===== src/rtl/csa_operand_loader.sv =====
// Collects up to NUM_OPS operand bytes, drives them in parallel to the csa, then captures its sum.
// Latency: the sum is offered SETTLE_CYC edges after the final operand beat is accepted.
// Backpressure: in_ready drops from end of frame until the out_valid/out_ready handshake.
module csa_operand_loader #(
    parameter int DATA_W     = 8,
    parameter int NUM_OPS    = 10,
    parameter int SUM_W      = 18,
    parameter int SETTLE_CYC = 1
) (
    input  logic                        clk,
    input  logic                        rst_n,
    input  logic                        in_valid,
    output logic                        in_ready,
    input  logic [DATA_W-1:0]           in_data,
    input  logic                        in_last,
    output logic [NUM_OPS*DATA_W-1:0]   op_bus,
    input  logic [SUM_W-1:0]            csa_sum,
    output logic                        out_valid,
    input  logic                        out_ready,
    output logic [SUM_W-1:0]            out_sum,
    output logic                        sum_err
);

    localparam int IDX_W = $clog2(NUM_OPS + 1);
    localparam int CNT_W = $clog2(SETTLE_CYC + 1);

    typedef enum logic [1:0] {
        LOAD,
        SETTLE,
        DONE
    } state_t;

    state_t             state;
    logic [IDX_W-1:0]   idx;
    logic [CNT_W-1:0]   cnt;
    logic               accept;
    logic               last_beat;

    assign accept    = in_valid & in_ready;
    assign last_beat = in_last | (idx == IDX_W'(NUM_OPS - 1));

    always_ff @(posedge clk or negedge rst_n) begin
        if (!rst_n) begin
            state     <= LOAD;
            idx       <= '0;
            cnt       <= '0;
            op_bus    <= '0;
            in_ready  <= 1'b0;
            out_valid <= 1'b0;
            out_sum   <= '0;
            sum_err   <= 1'b0;
        end else begin
            unique case (state)
                LOAD: begin
                    in_ready <= 1'b1;
                    if (accept) begin
                        idx <= idx + IDX_W'(1);
                        // Short frames leave no stale operands in the unused upper slots.
                        for (int i = 0; i < NUM_OPS; i++) begin
                            if (IDX_W'(i) == idx)
                                op_bus[i*DATA_W +: DATA_W] <= in_data;
                            else if (last_beat && (IDX_W'(i) > idx))
                                op_bus[i*DATA_W +: DATA_W] <= '0;
                        end
                        if (last_beat) begin
                            in_ready <= 1'b0;
                            cnt      <= CNT_W'(SETTLE_CYC);
                            state    <= SETTLE;
                        end
                    end
                end
                SETTLE: begin
                    if (cnt == CNT_W'(1)) begin
                        out_sum   <= csa_sum;
                        sum_err   <= |csa_sum[SUM_W-1:DATA_W+4];
                        out_valid <= 1'b1;
                        cnt       <= '0;
                        state     <= DONE;
                    end else begin
                        cnt <= cnt - CNT_W'(1);
                    end
                end
                DONE: begin
                    if (out_ready) begin
                        out_valid <= 1'b0;
                        op_bus    <= '0;
                        idx       <= '0;
                        in_ready  <= 1'b1;
                        state     <= LOAD;
                    end
                end
                default: begin
                    state <= LOAD;
                end
            endcase
        end
    end

endmodule


===== config.mk =====
export PLATFORM = sky130hd
export DESIGN_NAME = csa_operand_loader
export DESIGN_NICKNAME = d
export VERILOG_FILES = /design/src/rtl/csa_operand_loader.sv
export SDC_FILE = /design/constraint.sdc
export NUM_CORES = 1
export LEC_CHECK = 0
export CAP_MARGIN = 10
export CORE_MARGIN = 2
export CORE_UTILIZATION = 50
export DETAILED_ROUTE_END_ITERATION = 12
export GPL_ROUTABILITY_DRIVEN = 0
export PLACE_DENSITY = 0.89
export SYNTH_ARGS = -nofsm -noshare
export SYNTH_HDL_FRONTEND = slang
export SYNTH_SLANG_ARGS = --single-unit
export TNS_END_PERCENT = 10

===== constraint.sdc =====
create_clock -name clk -period 4.6 [get_ports clk]
set_input_delay 0.46 -clock clk [delete_from_list [all_inputs] [get_ports clk]]
set_output_delay 0.46 -clock clk [all_outputs]
set_load 0.1 [all_outputs]

---- After elaboration in Yosys (flattened, before gate mapping) ----
Cells that the tools add are included.
word-level totals
  word-level logic and storage cells ...... 131
  bits of input ports ..................... 31
  flip-flop bits (word level) ............. 108
  output and inout port bits .............. 101
operators by class
  equal/unequal tests ..................... 26
  bitwise gates (word level) .............. 2
  add/subtract/negate cells ............... 2
  reductions and logical operators ........ 32
  multiplexer cells ....................... 42
  order comparisons ....................... 10
operators with widths
  kind                                                                  count
  8-bit 2-to-1 mux                                                      20
  80-bit 2-to-1 mux                                                     2
  80-bit one-hot mux with 2 select lines                                1
  4-bit AND reduction                                                   11
  3-bit inequality test (second input constant)                         10
  3-bit by 4-bit == test with 1-bit output (first input constant)       4
  3-bit by 4-bit > comparator with 1-bit output (first input constant)  4
  1-bit logical AND                                                     10
  3-bit AND reduction                                                   3
  2-bit by 4-bit == test with 1-bit output (first input constant)       2
  4-bit == test (first input constant)                                  2
  1-bit by 4-bit > comparator with 1-bit output (first input constant)  2
  2-bit by 4-bit > comparator with 1-bit output (first input constant)  2
  4-bit > comparator (first input constant)                             2
  1-bit 2-to-1 mux                                                      8
  2-bit 2-to-1 mux                                                      4
  4-bit 2-to-1 mux                                                      2
  2-bit inequality test (second input constant)                         4
  4-bit one-hot mux with 2 select lines                                 1
  1-bit one-hot mux with 2 select lines                                 3
  2-bit one-hot mux with 3 select lines                                 1
  2-bit nonzero test                                                    3
  6-bit OR reduction                                                    1
  4-bit by 1-bit adder with 4-bit output (second input constant)        1
  other kinds (10)                                                      11

---- Logic depth before layout (Yosys ltp) ----
  depth after elaboration ................. 7
  gate-level depth with buffers ........... 8
  gate-level depth less buffers ........... 6

---- Worst setup path before layout ----
OpenSTA, ideal clock, no wires.
  path type ............................... register to register
  from .................................... register in_ready
  to ...................................... register op_bus[8]
  path slack .............................. 2,336 ps
  period minus slack after synthesis ...... 2,264 ps
  arrival time ............................ 2,186 ps
  data required time ...................... 4,522 ps
  stages on the path, launching flop included .. 7
  buffers on the path ..................... 2
  library setup time ...................... 78 ps
  cells stage by stage .................... dfrtp_1 nand4bb_1 buf_6 and2_4 or4_4 buf_6 o2bb2ai_1
between the ends
  word-level cells in the longest chain between the ends .. 3
RTL lines
  item                                    line  RTL
  start, declared                         13    output logic in_ready,
  start signal, assigned                  48    in_ready <= 1'b0;
  start signal, assigned                  55    in_ready <= 1'b1;
  start signal, assigned                  66    in_ready <= 1'b0;
  1-bit AND                               39    assign accept = in_valid & in_ready;
  2-bit inequality test (no source line)  n/a
  4-bit AND reduction (no source line)    n/a
  end signal, assigned by index           61    op_bus[i*DATA_W +: DATA_W] <= in_data;
  end, declared                           16    output logic [NUM_OPS*DATA_W-1:0] op_bus,
Every way passes these cells.
A chain may end at the register's enable or synchronous reset.

---- Final worst setup path ----
  from .................................... register in_ready
  to ...................................... output in_ready
No word-level cell between the ends.

==> results.sh <==
export IMPL_grt_pass1_vias=3386
export IMPL_hp_class="input pin to asynchronous set/reset pin"
export IMPL_synthTopCellsByArea="dfrtp_1 (62%), mux2_2 (6.7%), o2bb2ai_1 (6.5%)"
export IMPL_post_cts_resized=0
export IMPL_regToRegStartpoint="idx[0]$_DFFE_PN0P_"
export IMPL_antenna_found_initial=0
export IMPL_synth_edf_count=0
export IMPL_dr_total_vias=3412
export IMPL_r2r_cells=5
export IMPL_period_share=0.527
export IMPL_drt_iter0_drc=316
export IMPL_routed_wl_um=11300
export IMPL_cts_root_buffer="clkbuf_8"
export IMPL_track_usage=0.242
export IMPL_finalSetupViolCount=0
export IMPL_status="finished, final reports clean"
export IMPL_dp_hpwl_um=7840
export IMPL_slew_viol_final=0
export IMPL_area_growth_pct=36.0
export IMPL_final_nets=504
export IMPL_worst_path_buf_inv=1
export IMPL_post_cts_setup_buffer_count=0
export IMPL_drive_gt1_frac=0.105
export IMPL_worstSetupPathDepth=1
export IMPL_overflow=0
export IMPL_yosysTopAreaCell="dfrtp_1"
export IMPL_reg2reg_setup_slack_ps=2330
export IMPL_cp_start_kind="flop"
export IMPL_core_rowCount=33
export IMPL_critPathMaxFanout=5
export IMPL_cp_required_ps=4140
export IMPL_ys_types=44
export IMPL_holdBufCountCts=0
export IMPL_core_sq_um=8300
export IMPL_die_width_um=97.2
export IMPL_seq_area_frac_synth=0.623
export IMPL_worst_r2r_endpoint="op_bus[64]$_DFFE_PN0P_"
export IMPL_tns_ps=0
export IMPL_drv_cap=0
export IMPL_grt_pass1_wl_um=18200
export IMPL_fmax_mhz=412
export IMPL_clock_latency_ps=370
export IMPL_yosysWarnings=0
export IMPL_clock_path_buffers=2
export IMPL_cts_num_sinks=108
export IMPL_async_flop_share=1.00
export IMPL_path_cells="clkdlybuf4s50_1"
export IMPL_crit_family="buffers and inverters"
export IMPL_synth_nets=377
export IMPL_crit_type="flop to output port"
export IMPL_num_antenna_cells=0
export IMPL_ys_flop_type="dfrtp_1"
export IMPL_finalHoldViolations=0
export IMPL_start_util=0.523
export IMPL_slew_headroom=0.284
export IMPL_ctsHtreeMaxLevel=3
export IMPL_critical_path_startpoint="in_ready$_DFFE_PN0P_"
export IMPL_end_kind="output port"
export IMPL_ioPinCount=132
export IMPL_cpMaxStageDelayCell="clkdlybuf4s50_1"
export IMPL_drc=0
export IMPL_cts_tree="yes"
export IMPL_portBuffers=131
export IMPL_worstPathArrival_ps=1960
export IMPL_synth_seq_cells=108
export IMPL_period_minus_slack_ps=2420
export IMPL_dr_pass1_iters=5
export IMPL_rsz0062_at_grt="no"
export IMPL_postLayoutCellArea_sq_um=5900
export IMPL_clk_pin_slew_worst_paths_ps=110
export IMPL_final_common_cell="clkdlybuf4s50_1"
export IMPL_worst_slew_pin_slew_ps=1070
export IMPL_synth_cells=342
export IMPL_skew_ps=17.5
export IMPL_die_y_um=97.2
export IMPL_synth_top_area_frac=0.623
export IMPL_cp_endpoint="in_ready"
export IMPL_synth_area_sq_um=4340
export IMPL_grt_max_degree=66
export IMPL_wl_per_cell_um=19.5
export IMPL_dpl_cell_area_sq_um=5700
export IMPL_vias_per_cell=5.89
export IMPL_cpPeakStageDelay_ps=1170
export IMPL_numCtsBuffers=9
export IMPL_syn_area_per_cell_sq_um=12.7
export IMPL_drtAntennaViolNets=0
export IMPL_mostFrequentLayoutCells="clkdlybuf4s50_1 (130), dfrtp_1 (108), o2bb2ai_1 (32), mux2_2 (26), a22o_1 (24)"
export IMPL_die_area_sq_um=9440
-- per-layer routing --
metal	part of all wire	GRT usage	wire length [um]
met5	0	0	0
met4	0.015	0.0758	175
met3	0.075	0.0540	846
met2	0.47	0.376	5350
met1	0.44	0.343	4920
-- cell usage after synthesis, drive strengths merged, types with 3 or more instances --
master and n:
nand3 11, a22o 24, and2 3, inv 14
o22ai 8, o21ai 23, dfrtp 108, a21oi 7
ha 4, mux2 26, nand2 22, clkbuf 10
nor3 3, buf 6, nor2 15, o2bb2ai 32
-- metrics by stage --
step	std cells	utilization	setup WS, ps	hold WS [ps]
floorplan	342	-	2340	164
global placement	563	0.687	2120	464
detailed placement	563	0.687	2090	476
CTS	579	0.711	2180	208
global route	579	0.711	2130	244
finish	579	0.711	2180	183
-- how the worst min path moves through the flow --
stage / end / slack, ps
floorplan: cnt$_DFFE_PN0P_ / 160
global placement: sum_err$_DFFE_PN0P_ / 460
detailed placement: out_valid$_DFFE_PN0P_ / 480
CTS: out_sum[15]$_DFFE_PN0P_ / 210
global route: op_bus[73]$_DFFE_PN0P_ / 240
finish: op_bus[73]$_DFFE_PN0P_ / 180
-- area by class of cell --
cell class / count / area (sq um)
clock buffer: 10 / 128
clock inverter: 6 / 70.1
fill: 587 / 2400
inverter: 14 / 52.6
multi-input combinational: 204 / 1500
sequential: 108 / 2700
tap: 105 / 131
timing repair buffer: 132 / 1320
-- logic make-up after synthesis --
logic type                 after synthesis  share of synthesized area
muxes                                   27                     0.0698
buffers and inverters                   30                     0.0317
adders and majority gates                4                     0.0115
AOI/OAI and AO/OA                      104                      0.179
DFF                                    108                      0.623
xor gates and xnor gates                 1                    0.00202
and+or+nand+nor                         68                     0.0828
-- flip-flops by register name, indices dropped and copies added (netlist names) --
signal and flops:
out_valid 1, sum_err 1, state 2, cnt 1, op_bus 80, in_ready 1
idx 4, out_sum 18
Power is left out: the tool's default activity adds up to more than one toggle a clock period on the data nets, which glitch-free logic cannot reach.
==> variant 1, RTL diff (config.mk and constraints unchanged) <==
Re-encode `state_t` (3 states) as one-hot, 3 bits wide.
--- a/src/rtl/csa_operand_loader.sv
+++ b/src/rtl/csa_operand_loader.sv
@@ -24,10 +24,10 @@
     localparam int IDX_W = $clog2(NUM_OPS + 1);
     localparam int CNT_W = $clog2(SETTLE_CYC + 1);
 
-    typedef enum logic [1:0] {
-        LOAD,
-        SETTLE,
-        DONE
+    typedef enum logic [2:0] {
+        LOAD   = 3'b001,
+        SETTLE = 3'b010,
+        DONE   = 3'b100
     } state_t;
 
     state_t             state;
Formal check against the unedited RTL: no difference found for any inputs over 4 cycles, from zero or initial values and one cycle with rst_n low; so few cycles prove little.
==> variant 1 against the unedited design <==
- synthesized area grew 6.2%
- die area grew 5.9%
- routed wire length shrank 1.3%
- clock skew shrank 0.0021 ns
- cell area grew 3.6%
- cell count grew 4.0%
- sequential cell count grew 1
- setup slack lost 0.041 ns
Power is not shown: default switching activity piles up to over one toggle a cycle in this logic, so the estimate is an artifact.
==> variant 1: results (changes against the unedited design) <==
Outcome
  – Status: completed (unchanged)

Timing
  – Clock Skew: 0.01543 ns (was 0.01750 ns)
  – Slew HR: 0.2970 (was 0.2837)
  – Hold Slack: 0.2461 ns (was 0.1825 ns)

Route
  – Via Count: 3466 (was 3412)
  – DRT Pass-1 Iters: 4 (was 5)
  – WL final: 11140 um (was 11290 um)

Logic synthesis
  – Sequential share of the synthesized area: 0.5922 (was 0.6228)
  – Cells after Synth: 367 (was 342)
  – Mapped Area: 0.004608 mm2 (was 0.004339 mm2)
  – Mux share of post-synthesis cell area: 0.1026 (was 0.06978)
  – Post-Synth Adder-Cell Area: 0.01086 (was 0.01153)
  – Area contributors post-synth: dfrtp_1 59%, a22o_1 11%, mux2_2 8.3%, nor2_1 2.3%, nand2_1 2.0% (was dfrtp_1 62%, mux2_2 6.7%, o2bb2ai_1 6.5%, a22o_1 4.8%, o21ai_0 2.1%)
  – Synth cell count leaders: 108 x dfrtp_1, 56 x a22o_1, 34 x mux2_2 (was 108 x dfrtp_1, 32 x o2bb2ai_1, 26 x mux2_2)
  – Post-synth net total: 402 (was 377)
  – Cell variety after synth: 48 (was 44)

Worst setup path
  – Reg-to-reg startpoint: state[0] (was idx[0])
  – Internal reg-to-reg setup slack: 2.41 ns (was 2.33 ns)
  – Max stage delay on crit path: 1.19 ns (was 1.17 ns)

Place
  – Area post-placement: 0.005927 mm2 (was 0.005702 mm2)
  – Dpl hpwl: 8115 um (was 7837 um)
  – Place WS: 1.493 ns (was 2.088 ns)

Cells and area
  – Footprint of the multi-input gates: 0.001720 mm2 (was 0.001499 mm2)
  – Finished Core Util: 0.6713 (was 0.7108)
  – Fill cells: 670 (was 587)

GRT
  – Largest net degree at the start of global routing: 86 (was 66)
## variant 1: cell types whose count changed after synthesis, moves of 6 or more
cell | unedited run | this run
o21ai_0 | 18 | 4
mux2i_1 | 1 | 9
inv_1 | 14 | 6
a22o_1 | 24 | 56
o22ai_1 | 8 | 2
mux2_2 | 26 | 34
nand3_1 | 11 | 2
o2bb2ai_1 | 32 | 0
nor2_1 | 15 | 28
## variant 1: how the worst max path moves through the flow
| stage | slack [ns] | end | cells after the start | from |
|---|---|---|---|---|
| finish | 2.13 | in_ready | 1 | in_ready |
| global route | 2.06 | in_ready | 1 | in_ready |
| CTS | 1.85 | op_bus[6] | 4 | state[0] |
| detailed placement | 1.49 | op_bus[5] | 5 | in_valid |
| global placement | 1.62 | op_bus[4] | 5 | in_valid |
| floorplan | 2.33 | op_bus[24] | 4 | in_ready |
## variant 1: routing by layer
layer,track usage,up-vias,routed length [um]
li1,-,1553,-
met1,0.2984,1757,4591
met2,0.3857,143,5543
met3,0.05850,13,865
met4,0.06639,0,140
met5,0,-,0
==> variant 2, RTL diff (config.mk and constraints unchanged) <==
Without the edit above. `SUM_W`: 18 -> 22.
--- a/src/rtl/csa_operand_loader.sv
+++ b/src/rtl/csa_operand_loader.sv
@@ -4,7 +4,7 @@
 module csa_operand_loader #(
     parameter int DATA_W     = 8,
     parameter int NUM_OPS    = 10,
-    parameter int SUM_W      = 18,
+    parameter int SUM_W      = 22,
     parameter int SETTLE_CYC = 1
 ) (
     input  logic                        clk,
Ports: changed (resized csa_sum and out_sum); port bits go from 132 to 140. No check against the original RTL was run, so the function may have changed too.
==> variant 2 against the unedited design <==
- routed wire length increased by 4.4%
- cell area is 5.0% higher
- synthesized cell count is 2.3% higher
- worst hold slack better by 0.0059 ns
- non-clock buffer count up 9
- setup slack improved by 0.0028 ns
- cell count up 3.3%
- synthesized area increased by 4.5%
- sequential cell count grew 4
- critical endpoint unchanged
Power is left out: the tool's default activity adds up to more than one toggle a clock period on the data nets, which glitch-free logic cannot reach.
==> variant 2: results (changes against the unedited design) <==
Outcome
  – Status: completed (unchanged)

Logic synthesis
  – Synth cell count leaders: 112 x dfrtp_1, 40 x o2bb2ai_1, 25 x nand2_1 (was 108 x dfrtp_1, 32 x o2bb2ai_1, 26 x mux2_2)
  – Post-synth net total: 389 (was 377)
  – Cell variety after synth: 44 (unchanged)
  – Area contributors post-synth: dfrtp_1 62%, o2bb2ai_1 7.7%, mux2_2 5.5%, o2bb2ai_2 2.6%, nand2_1 2.1% (was dfrtp_1 62%, mux2_2 6.7%, o2bb2ai_1 6.5%, a22o_1 4.8%, o21ai_0 2.1%)
  – Sequential share of the synthesized area: 0.6181 (was 0.6228)

Place
  – Dpl hpwl: 8118 um (was 7837 um)
  – Placed instance count: 582 (was 563)
  – Place WS: 2.061 ns (was 2.088 ns)
  – Area post-placement: 0.005971 mm2 (was 0.005702 mm2)
  – Input/output buffers: 139 (was 131)

Route
  – Initial drt markers: 272 (was 316)
  – Via density per instance: 5.851 (was 5.893)
  – Length of routed wiring on met1: 5220 um (was 4918 um)
  – WL final: 11790 um (was 11290 um)
  – Met2 WL post-DR: 5650 um (was 5352 um)
  – Met3 wire length: 736 um (was 846 um)

Cells and area
  – Final net count: 524 (was 504)
  – Share of layout cells above drive strength 1: 0.1102 (was 0.1055)
  – Layout Cells excl Fill: 598 (was 579)
  – Largest regs: op_bus x80, out_sum x22, idx x4 (was op_bus x80, out_sum x18, idx x4)
  – Ant. Diodes: 0 (unchanged)

GRT
  – Vias in the first global route: 3464 (was 3386)
  – GR Util met2: 0.3820 (was 0.3761)
  – First-pass GRT wire length: 19020 um (was 18220 um)
  – Largest net degree at the start of global routing: 73 (was 66)
  – GRT met3 Usage: 0.04849 (was 0.05396)
  – Tot GR Track Use: 0.2484 (was 0.2420)
  – Met1 usage: 0.3581 (was 0.3429)

Worst setup path
  – Max stage delay on crit path: 1.17 ns (about the same)

Timing
  – Slew HR: 0.3250 (was 0.2837)
  – Max-slew violations: 0 (unchanged)
  – Clock Skew: 0.01224 ns (was 0.01750 ns)
variant 2: layout make-up:
class,count,area [um2]
tap,108,135.1
clock inverter,7,102.6
fill,620,2566
clock buffer,9,123.9
sequential,112,2803
inverter,13,48.80
multi-input combinational,208,1580
timing repair buffer,141,1404
variant 2: logic make-up (layout without fill, tap and decap cells):
family          count (synthesis)  after routing  synth area share
xor+xnor                        2              2          0.003864
mux                            23             23           0.05684
buf+inv                        30            170           0.03339
compound gates                111            111            0.1973
flops                         112            112            0.6181
fa+ha+maj                       4              4           0.01104
simple gates                   68             68           0.07947
variant 2: path summary, 6_finish.rpt:
check	startpoint	end	slack, ns	cells past startpoint
min in group clk	cnt	state[0]	0.47	1
min reg2reg	cnt	state[0]	0.47	1
min	rst_n	out_sum[7]	0.19	1
max	in_ready	in_ready	2.18	1
max reg2reg	state[1]	op_bus[11]	2.37	4
max in group asynchronous	rst_n	op_bus[7]	3.34	2
